File: config.mk
export PLATFORM = sky130hd
export DESIGN_NAME = demux_deser_flat
export DESIGN_NICKNAME = d
export VERILOG_FILES = /design/src/rtl/demux_deser_if.sv /design/src/rtl/demux_deser.sv /design/src/flat_wrapper.sv
export SDC_FILE = /design/constraint.sdc
export NUM_CORES = 1
export LEC_CHECK = 0
export BUFFER_PORTS_ARGS = -buffer_cell sky130_fd_sc_hd__buf_2
export CORE_ASPECT_RATIO = 1.2
export CORE_MARGIN = 4
export CORE_UTILIZATION = 55
export DETAILED_ROUTE_END_ITERATION = 12
export GPL_TIMING_DRIVEN = 0
export MAX_ROUTING_LAYER = met4
export PLACE_DENSITY = 0.78
export SYNTH_ARGS = -nofsm -noshare
export SYNTH_HDL_FRONTEND = slang
export SYNTH_SLANG_ARGS = --single-unit
export TNS_END_PERCENT = 50
File: constraint.sdc
create_clock -name clk -period 2.1 [get_ports clk]
set_clock_uncertainty 0.05 [all_clocks]
set_input_delay 0.42 -clock clk [delete_from_list [all_inputs] [get_ports clk]]
set_output_delay 0.42 -clock clk [all_outputs]
set_load 0.05 [all_outputs]
File: src/rtl/demux_deser_if.sv
// Serial-in / parallel-out link bundle for demux_deser.
// The master side feeds bits and consumes words; the slave side is the deserializer.
interface demux_deser_if #(
  parameter int WIDTH = 8
);
  logic             sin;
  logic             sin_valid;
  logic             sync;
  logic             dout_ready;
  logic             clr_ovr;
  logic [WIDTH-1:0] dout;
  logic             dout_valid;
  logic             busy;
  logic             overrun;

  modport master (
    output sin, sin_valid, sync, dout_ready, clr_ovr,
    input  dout, dout_valid, busy, overrun
  );

  modport slave (
    input  sin, sin_valid, sync, dout_ready, clr_ovr,
    output dout, dout_valid, busy, overrun
  );
endinterface

File: src/rtl/demux_deser.sv
// Receive end of a mux-based serial link: a bit counter demuxes each accepted
// bit into a fixed assembly slot, and full words are handed off via valid/ready.
module demux_deser #(
  parameter int WIDTH = 8
) (
  input  logic         clk,
  input  logic         rst_n,
  demux_deser_if.slave bus
);
  localparam int            CW   = $clog2(WIDTH);
  localparam logic [CW-1:0] LAST = CW'(WIDTH - 1);

  typedef enum logic {IDLE, RECV} state_t;

  state_t           state_q, state_d;
  logic [CW-1:0]    cnt_q, cnt_d;
  logic [WIDTH-1:0] asm_q, asm_d;
  logic [WIDTH-1:0] dout_q, dout_d;
  logic             dout_valid_q, dout_valid_d;
  logic             overrun_q, overrun_d;

  logic             accept;
  logic             complete;
  logic             drop;
  logic [WIDTH-1:0] bit_sel;
  logic [WIDTH-1:0] asm_full;

  // 1-to-WIDTH demux: only the slot addressed by cnt takes the incoming bit.
  generate
    for (genvar gi = 0; gi < WIDTH; gi++) begin : g_demux
      assign bit_sel[gi]  = (cnt_q == CW'(gi));
      assign asm_full[gi] = bit_sel[gi] ? bus.sin : asm_q[gi];
    end
  endgenerate

  assign accept = bus.sin_valid && !bus.sync;

  always_comb begin
    state_d      = state_q;
    cnt_d        = cnt_q;
    asm_d        = asm_q;
    dout_d       = dout_q;
    dout_valid_d = dout_valid_q;
    complete     = 1'b0;
    drop         = 1'b0;

    case (state_q)
      IDLE: begin
        if (accept) begin
          asm_d   = asm_full;
          cnt_d   = cnt_q + CW'(1);
          state_d = RECV;
        end
      end
      RECV: begin
        if (bus.sync) begin
          cnt_d   = '0;
          asm_d   = '0;
          state_d = IDLE;
        end else if (accept) begin
          if (cnt_q == LAST) begin
            complete = 1'b1;
            cnt_d    = '0;
            asm_d    = '0;
            state_d  = IDLE;
          end else begin
            asm_d = asm_full;
            cnt_d = cnt_q + CW'(1);
          end
        end
      end
      default: state_d = IDLE;
    endcase

    // A finished word goes out unless an unconsumed word is still being held.
    if (complete) begin
      if (!dout_valid_q || bus.dout_ready) begin
        dout_d       = asm_full;
        dout_valid_d = 1'b1;
      end else begin
        drop = 1'b1;
      end
    end else if (dout_valid_q && bus.dout_ready) begin
      dout_valid_d = 1'b0;
    end

    overrun_d = drop ? 1'b1 : (bus.clr_ovr ? 1'b0 : overrun_q);
  end

  always_ff @(posedge clk or negedge rst_n) begin
    if (!rst_n) begin
      state_q      <= IDLE;
      cnt_q        <= '0;
      asm_q        <= '0;
      dout_q       <= '0;
      dout_valid_q <= 1'b0;
      overrun_q    <= 1'b0;
    end else begin
      state_q      <= state_d;
      cnt_q        <= cnt_d;
      asm_q        <= asm_d;
      dout_q       <= dout_d;
      dout_valid_q <= dout_valid_d;
      overrun_q    <= overrun_d;
    end
  end

  assign bus.dout       = dout_q;
  assign bus.dout_valid = dout_valid_q;
  assign bus.busy       = (cnt_q != '0);
  assign bus.overrun    = overrun_q;
endmodule

File: src/flat_wrapper.sv
// flat-port wrapper written by rule: the top's interface ports become plain ports
module demux_deser_flat 
#(
  parameter int WIDTH = 8
)
  (clk, rst_n, bus_sin, bus_sin_valid, bus_sync, bus_dout_ready, bus_clr_ovr, bus_dout, bus_dout_valid, bus_busy, bus_overrun);
  demux_deser_if #(.WIDTH(WIDTH)) bus_i ();
  input  logic clk;
  input  logic rst_n;
  input wire logic [$bits(bus_i.sin)-1:0] bus_sin;
  input wire logic [$bits(bus_i.sin_valid)-1:0] bus_sin_valid;
  input wire logic [$bits(bus_i.sync)-1:0] bus_sync;
  input wire logic [$bits(bus_i.dout_ready)-1:0] bus_dout_ready;
  input wire logic [$bits(bus_i.clr_ovr)-1:0] bus_clr_ovr;
  output wire logic [$bits(bus_i.dout)-1:0] bus_dout;
  output wire logic [$bits(bus_i.dout_valid)-1:0] bus_dout_valid;
  output wire logic [$bits(bus_i.busy)-1:0] bus_busy;
  output wire logic [$bits(bus_i.overrun)-1:0] bus_overrun;
  assign bus_i.sin = bus_sin;
  assign bus_i.sin_valid = bus_sin_valid;
  assign bus_i.sync = bus_sync;
  assign bus_i.dout_ready = bus_dout_ready;
  assign bus_i.clr_ovr = bus_clr_ovr;
  assign bus_dout = bus_i.dout;
  assign bus_dout_valid = bus_i.dout_valid;
  assign bus_busy = bus_i.busy;
  assign bus_overrun = bus_i.overrun;
  demux_deser #(.WIDTH(WIDTH)) u_core (.clk(clk), .rst_n(rst_n), .bus(bus_i));
endmodule
==> Word level (Yosys, flattened, before mapping) <==
Index checks and enable logic that the tools add are counted.
{ "totals": {"regBits": 22, "wordCells": 64} }
{ "op_classes": {"add_sub_neg": 1, "eq_ne": 10, "mux": 34, "bitwise": 1, "reduce_logical": 12} }
{ "ops": {"columns": ["cell", "count"], "rows": [
  ["2-to-1 mux 8 bit", 4],
  ["2-to-1 mux 1 bit", 23],
  ["one-hot mux 8 bit (2 select lines)", 1],
  ["== test 3 bit (second input constant)", 4],
  ["2-to-1 mux 3 bit", 4],
  ["== test 3 x 2 -> 1 bit (second input constant)", 2],
  ["one-hot mux 3 bit (2 select lines)", 1],
  ["AND reduction 2 bit", 3],
  ["nonzero test 2 bit", 2],
  ["adder 3 x 1 -> 3 bit (second input constant)", 1],
  ["== test 3 x 1 -> 1 bit (second input constant)", 1],
  ["logical NOT 3 bit", 1],
  ["inequality test 3 bit (second input constant)", 1],
  ["nonzero test 3 bit", 1],
  ["logical AND 1 bit", 2],
  ["logical NOT 1 bit", 2],
  ["inequality test 2 x 1 -> 1 bit (second input constant)", 1],
  ["inequality test 2 bit (second input constant)", 1],
  ["one-hot mux 1 bit (2 select lines)", 1],
  ["logical OR 1 bit", 1],
  ["NOT 1 bit", 1]
]} }

==> Longest topological paths before layout <==
Gate-level depths: netlist of the first run.
{ "depth": {"depth_word": 7, "mapped_depth": 6, "ltp_nobuf": 5} }

==> Worst setup path before layout of the first run <==
Ideal clock, no wire load.
{ "synth_path": {"path_type": "flip-flop to flip-flop", "startpoint": "reg u_core.cnt_q[0]", "endpoint": "reg u_core.dout_q[0] (netlist: u_core.bus.dout[0])", "arrival_ps": 1758, "slack_ps": 167, "stages_incl_launch_ff": 6, "path_buffers": 0, "path_cell_list": "dfrtp_1 > inv_1 > ha_1 > nand2b_1 > mux2_2 > mux2_4"} }
{ "synth_between": {"elab_chain_len": 6, "elab_cells_between_ends": 8, "cone_classes": "eq/ne: 1; mux: 5; reduce/logical: 2"} }
{ "synth_lines": {"columns": ["element", "line", "text"], "rows": [
  ["start, declared", "demux_deser.sv:16", "logic [CW-1:0] cnt_q, cnt_d;"],
  ["start signal, assigned", "demux_deser.sv:100", "cnt_q <= cnt_d;"],
  ["== test 3 bit", "demux_deser.sv:61", "if (cnt_q == LAST) begin"],
  ["2-to-1 mux 1 bit", "demux_deser.sv:61", null],
  ["2-to-1 mux 1 bit", "demux_deser.sv:60", "end else if (accept) begin"],
  ["2-to-1 mux 1 bit", "demux_deser.sv:56", "if (bus.sync) begin"],
  ["2-to-1 mux 1 bit", "demux_deser.sv:47", "case (state_q)"],
  ["AND reduction 2 bit (no source line)", null, null],
  ["end signal, assigned", "demux_deser.sv:102", "dout_q <= dout_d;"],
  ["end, declared", "demux_deser.sv:18", "logic [WIDTH-1:0] dout_q, dout_d;"]
]} }
Several ways; a longest one is shown, not always the timed one.
A chain may end at the register's enable or synchronous reset.

==> Worst setup path after layout of the first run <==
{ "layout_path": {"startpoint": "reg u_core.cnt_q[0]", "endpoint": "out bus_busy"} }
{ "layout_between": {"elab_chain_len": 1} }
{ "layout_lines": {"columns": ["element", "line", "text"], "rows": [
  ["nonzero test 3 bit", "demux_deser.sv:110", "assign bus.busy = (cnt_q != '0);"],
  ["end, declared", "flat_wrapper.sv:17", "output wire logic [$bits(bus_i.busy)-1:0] bus_busy;"]
]} }
Every way passes these cells.

==> qor.txt, run 1 <==
Status = complete, no violations
Number of synthesized register bits = 22
Via count = 910
Crit path DAT = 1.48 ns
Final Util = 65.2%
Area contributors post-synth = dfrtp_1, mux2_4, ha_1, inv_1, nand2_1
Non-filler cells, final = 161
CTS tree = built
Combinational share of power = 31.7%
Initial antenna violation count = 0
CTS Buf Count = 3
Top cells by count, synth = dfrtp_1, inv_1, nand2_1
Drt first pass iters = 6
Worst Tran Pin Value = 0.600 ns
Fmax = 512 MHz
Die X = 51.0 um
Sw Ratio = 35.1%
# port buffers = 16
Async SR Flop Fraction = 100%
Area leader, netlist = dfrtp_1
Reg2Reg Depth = 5
Clk_lat worst skew = 0.30 ns
Final Hold Viols = 0
# diodes = 0
Mapped Cells = 112
Max Cap Viol = 0
RSZ-0062 raised after global routing = false
CP Capture Type = primary output
Syn Area/Cell = 10.9 um^2
Starting density of the core = 58.3%
Iteration-0 DRC Markers = 19
Post-synthesis sequential area ratio = 45.1%
Max incr delay on CP = 0.45 ns
Die footprint = 3040 um^2
Crit-path max FO = 7
End point of the critical path = bus_busy
Reg power frac = 49.1%
Flop-to-flop setup slack = 0.22 ns
FF-to-FF Start = u_core.cnt_q[0]
Worst Setup Start Kind = flip-flop
Hold Path Class = primary input to async pin
Final setup viols = 0
GRT Total Usage = 17.7%
Final total power = 1.01 mW
VDD IR max = 0.000380 V
Post-Syn Area = 1220 um^2
Die Y = 59.6 um
Residual DRC = 0
Total gr overflow = 0
Clock share of power = 19.2%
Count leader, synth = dfrtp_1
# IOs = 18
Largest net degree at the start of global routing = 23
Vias in the first global route = 894
CTS hold repair buffers = 0
Slew margin rel. = 59.2%
Antenna Nets Post-Route = 0
Yosys cell types = 29
Setup TNS = 0 ns
Crit path kind = flip-flop to primary output
CTS Sinks = 22
Count of final max-slew check failures = 0
Layout cell share with drive strength beyond 1 = 28.2%
Final Net Count = 147
Clock-pin slew on the worst setup and hold paths = 0.12 ns
Dpl hpwl = 1710 um
Post-route clock period utilization = 93.0%
Critical-path cell list = inv_1 -> ha_1 -> nand2b_1 -> clkbuf_4
CTS max path bufs = 2
RR Endpoint = u_core.asm_q[7]
Via density = 5.65
Post_cts resized = 0
Synth Warn # = 0
Fin crit period = 1.95 ns
Post-synth top flop = dfrtp_1
Pleak = 0.664 nW
WL per Instance = 14.8 um
Slowest cell on crit path = dfrtp_2
Syn Nets = 126
Crit path from = u_core.cnt_q[0]
H-tree depth = 1
Drt total wl = 2390 um
Power Density = 742 nW/um^2
Core Region = 2090 um^2
Post-CTS Setup Inserts = 0
Internal power = 0.657 mW
Area grow syn2layout = 11.8%
First-pass GRT wire length = 3960 um
Critical path required time = 1.63 ns
Post-synth EDFFs = 0
Top cell type's share of synthesized area = 45.1%
Placement Rows = 18
GPL Wtd Cong = 0.765
Sw Pwr = 0.356 mW
Placed Cells = 158
Root buffer cell = clkbuf_4
power by group through the flow:
| stage | Sequential, mW | Combinational, mW | Clock (mW) |
|---|---|---|---|
| 2_1_floorplan | 0.525 | 0.218 | 0 |
| 3_3_place_gp | 0.500 | 0.300 | 0 |
| 3_5_place_dp | 0.504 | 0.315 | 0 |
| 4_1_cts | 0.496 | 0.316 | 0.199 |
| 5_1_grt | 0.505 | 0.347 | 0.212 |
| 6_report | 0.497 | 0.321 | 0.195 |
sequential cells by signal (all words and copies together) (netlist names):
signal,flops
u_core.asm_q,8
u_core.bus.dout_valid,1
u_core.bus.overrun,1
u_core.cnt_q,3
u_core.bus.dout,8
u_core.state_q,1
worst max-delay path, delay by kind of cell, from the launching register on:
family,cells,cell delay (ns)
flops,1,0.45
buf+inv,2,0.36
fa+ha+maj,1,0.21
simple gates,1,0.16
how the worst min path moves through the flow:
stage / depth (start not counted) / endpoint / slack, ns / from
final: 1 / u_core.bus.dout[3] / 0.009 / rst_n
after global routing: 1 / u_core.bus.dout[3] / 0.04 / rst_n
after floorplan: 0 / u_core.asm_q[0] / 0.07 / rst_n
after global placement: 1 / u_core.bus.dout[3] / 0.36 / rst_n
after detailed placement: 1 / u_core.bus.dout[3] / 0.37 / rst_n
after CTS: 1 / u_core.bus.dout[3] / 0.03 / rst_n
cells in the final DEF (no fill, tap or decap), types with 2 or more instances in the layout:
cell      count
ha_1          7
o21ai_1       2
a31oi_1       6
dfrtp_1      21
nand2b_1      5
nand3_1       3
nor3b_1       2
clkbuf_4      4
o22ai_1       6
inv_1        13
a21oi_1       2
nand2_1      13
mux2_2        3
mux2_4        7
buf_2        15
a32oi_1       2
a21boi_0      2
buf_6         2
mux2i_1       2
o221ai_1      2
metal layers:
metal	GRT usage, %	wire, um	vias to the layer above
met3	2.27	81	4
met4	9.62	31	0
met1	22.3	1070	456
li1	-	-	435
met2	27.4	1210	15
met5	-	0	-
stage by stage:
stage / hold slack [ns] / area, um^2 / setup slack [ns]
after floorplan: 0.0744 / 1220 / 0.167
after global placement: 0.364 / 1340 / 0.295
after detailed placement: 0.371 / 1340 / 0.237
after CTS: 0.0260 / 1360 / 0.0686
after global routing: 0.0417 / 1370 / 0.0801
final: 0.00895 / 1370 / 0.148
final cells by class:
class / instances / area (um^2)
Fill cell: 171 / 729
Multi-Input combinational cell: 73 / 588
Sequential cell: 22 / 552
Timing Repair Buffer: 16 / 82.6
Inverter: 13 / 48.8
Tap cell: 30 / 37.5
Buffer: 4 / 33.8
Clock buffer: 3 / 22.5
kinds of logic after synthesis:
family          after synthesis  share of synthesized area (%)
mux                          13                           14.1
compound gates               25                           13.8
fa+ha+maj                     7                           7.17
buf+inv                      17                           6.76
flops                        22                           45.1
simple gates                 28                           13.0
No activity file was read; power rests on OpenSTA's default activity.
==> run 2: changes to the inputs <==
- CORE_UTILIZATION: 55 -> 59
- PLACE_DENSITY: 0.78 -> 0.83
- clock period: 2.1 -> 2.3 ns (I/O delays scaled with it)
==> qor.txt, run 2 (synthesis results as in run 1) <==
Status = complete, no violations
Post_cts resized = 0 (unchanged)
CTS Buf Count = 3 (unchanged)
WL per Instance = 16.4 um (+11%)
Starting density of the core = 64.5% (+6.2 points)
Total gr overflow = 0 (unchanged)
Iteration-0 DRC Markers = 20 (+1)
Pleak = 0.664 nW (about the same)
Commonest non-fill, non-tap cell in the layout = dfrtp_1
Slew margin rel. = 60.2% (+1.0 points)
Most frequent cells in the layout = dfrtp_1, buf_2, inv_1, nand2_1
Die Y = 57.8 um (-3.0%)
CP Capture Type = primary output
Initial antenna violation count = 0 (unchanged)
Power Density = 686 nW/um^2 (-7.5%)
Die footprint = 2860 um^2 (-5.8%)
Setup TNS = 0 ns (unchanged)
# diodes = 0 (unchanged)
VDD IR max = 0.000379 V (-0.31%)
Post-CTS Setup Inserts = 0 (unchanged)
Area grow syn2layout = 10.3%
Count of final max-slew check failures = 0 (unchanged)
Drt total wl = 2470 um (+3.2%)
Crit path DAT = 1.58 ns (+0.10 ns)
Fin crit period = 2.09 ns
Die X = 49.5 um (-2.9%)
Pre-CTS WS = 0.418 ns (+0.181 ns)
CTS max path bufs = 2 (unchanged)
Worst Tran Pin Value = 0.585 ns (-0.0151 ns)
Clk_lat worst skew = 0.32 ns (+0.02 ns)
Crit path kind = flip-flop to primary output
Final Hold Viols = 0 (unchanged)
Placed Area = 1330 um^2 (-1.0%)
Design Area, Final = 1350 um^2 (-1.3%)
Final worst slack = 0.212 ns (+0.0646 ns)
Final setup viols = 0 (unchanged)
Max Cap Viol = 0 (unchanged)
Post-route clock period utilization = 90.8%
Via density = 6.09 (+7.7%)
GPL Wtd Cong = 0.780 (+1.9%)
Hold Path Class = primary input to async pin
Placement Rows = 17 (-1)
Largest net degree at the start of global routing = 23 (unchanged)
GRT Total Usage = 20.1% (+2.4 points)
First-pass GRT wire length = 4230 um (+6.8%)
Hold Worst Slack = 0.0359 ns (+0.0270 ns)
CTS Sinks = 22 (unchanged)
Final Net Count = 147 (unchanged)
Worst Setup Start Kind = flip-flop
H-tree depth = 1 (unchanged)
Via count = 913 (+0.33%)
Core Region = 1890 um^2 (-9.6%)
Clock-pin slew on the worst setup and hold paths = 0.12 ns (about the same)
Placed Cells = 147 (-7.0%)
Critical path required time = 1.79 ns (+0.16 ns)
Non-filler cells, final = 150 (-6.8%)
# port buffers = 16 (unchanged)
Root buffer cell = clkbuf_4
Drt first pass iters = 4 (-2)
Dpl hpwl = 1800 um (+5.2%)
Antenna Nets Post-Route = 0 (unchanged)
Vias in the first global route = 929 (+3.9%)
Fmax = 479 MHz
RSZ-0062 raised after global routing = false
Filler cells = 148 (-13%)
CTS tree = built
# IOs = 18 (unchanged)
Crit-path max FO = 7 (unchanged)
CTS hold repair buffers = 0 (unchanged)
Residual DRC = 0 (unchanged)
Layout cell share with drive strength beyond 1 = 27.5% (-0.76 points)
-- run 2: cell type report --
class                           instances  area (um^2)  area share, %
Sequential cell                        22          551           40.9
Multi-Input combinational cell         73          588           43.6
Tap cell                               19         23.8           1.76
Timing Repair Buffer                   16         80.1           5.94
Buffer                                  4         33.8           2.51
Inverter                               13         48.8           3.62
Clock buffer                            3         22.5           1.67
-- run 2: stage by stage --
step	power [mW]	utilization, %
detailed placement	0.751	70.0
global placement	0.730	70.0
floorplan	0.678	-
CTS	0.928	71.2
finish	0.924	71.2
global route	0.979	71.2
-- run 2: per-layer routing --
metal  GRT usage, %  share of wire (%)  vias up
li1               -                  -      434
met1           22.4                 43      453
met2           35.0                 51       20
met3           2.31                3.4        6
met4           10.7                2.6        0
met5              -                  0        -
-- run 2: power breakdown --
part	switching (mW)	total [mW]	leakage [nW]	internal [mW]
combinational	0.175	0.289	0.360	0.114
sequential	0.0318	0.454	0.291	0.422
clock	0.120	0.182	0.0138	0.0614
total	0.327	0.924	0.664	0.597
-- run 2: worst max-delay path, stage by stage, from the launching register on --
cell,delay (ns)
dfrtp_1,0.48
inv_1,0.11
ha_1,0.23
nand2b_1,0.15
buf_2,0.29
-- run 2: path summary, 6_finish.rpt --
| path | start | endpoint | slack (ns) | cells past startpoint |
|---|---|---|---|---|
| max | u_core.cnt_q[0] | bus_busy | 0.21 | 4 |
| min | rst_n | u_core.bus.dout[1] | 0.04 | 1 |
| max reg2reg | u_core.cnt_q[0] | u_core.asm_q[7] | 0.36 | 5 |
| min reg2reg | u_core.bus.dout[2] | u_core.bus.dout[2] | 0.47 | 1 |
| max in group asynchronous | rst_n | u_core.state_q | 1.83 | 1 |
| min in group clk | bus_clr_ovr | u_core.bus.overrun | 0.28 | 2 |
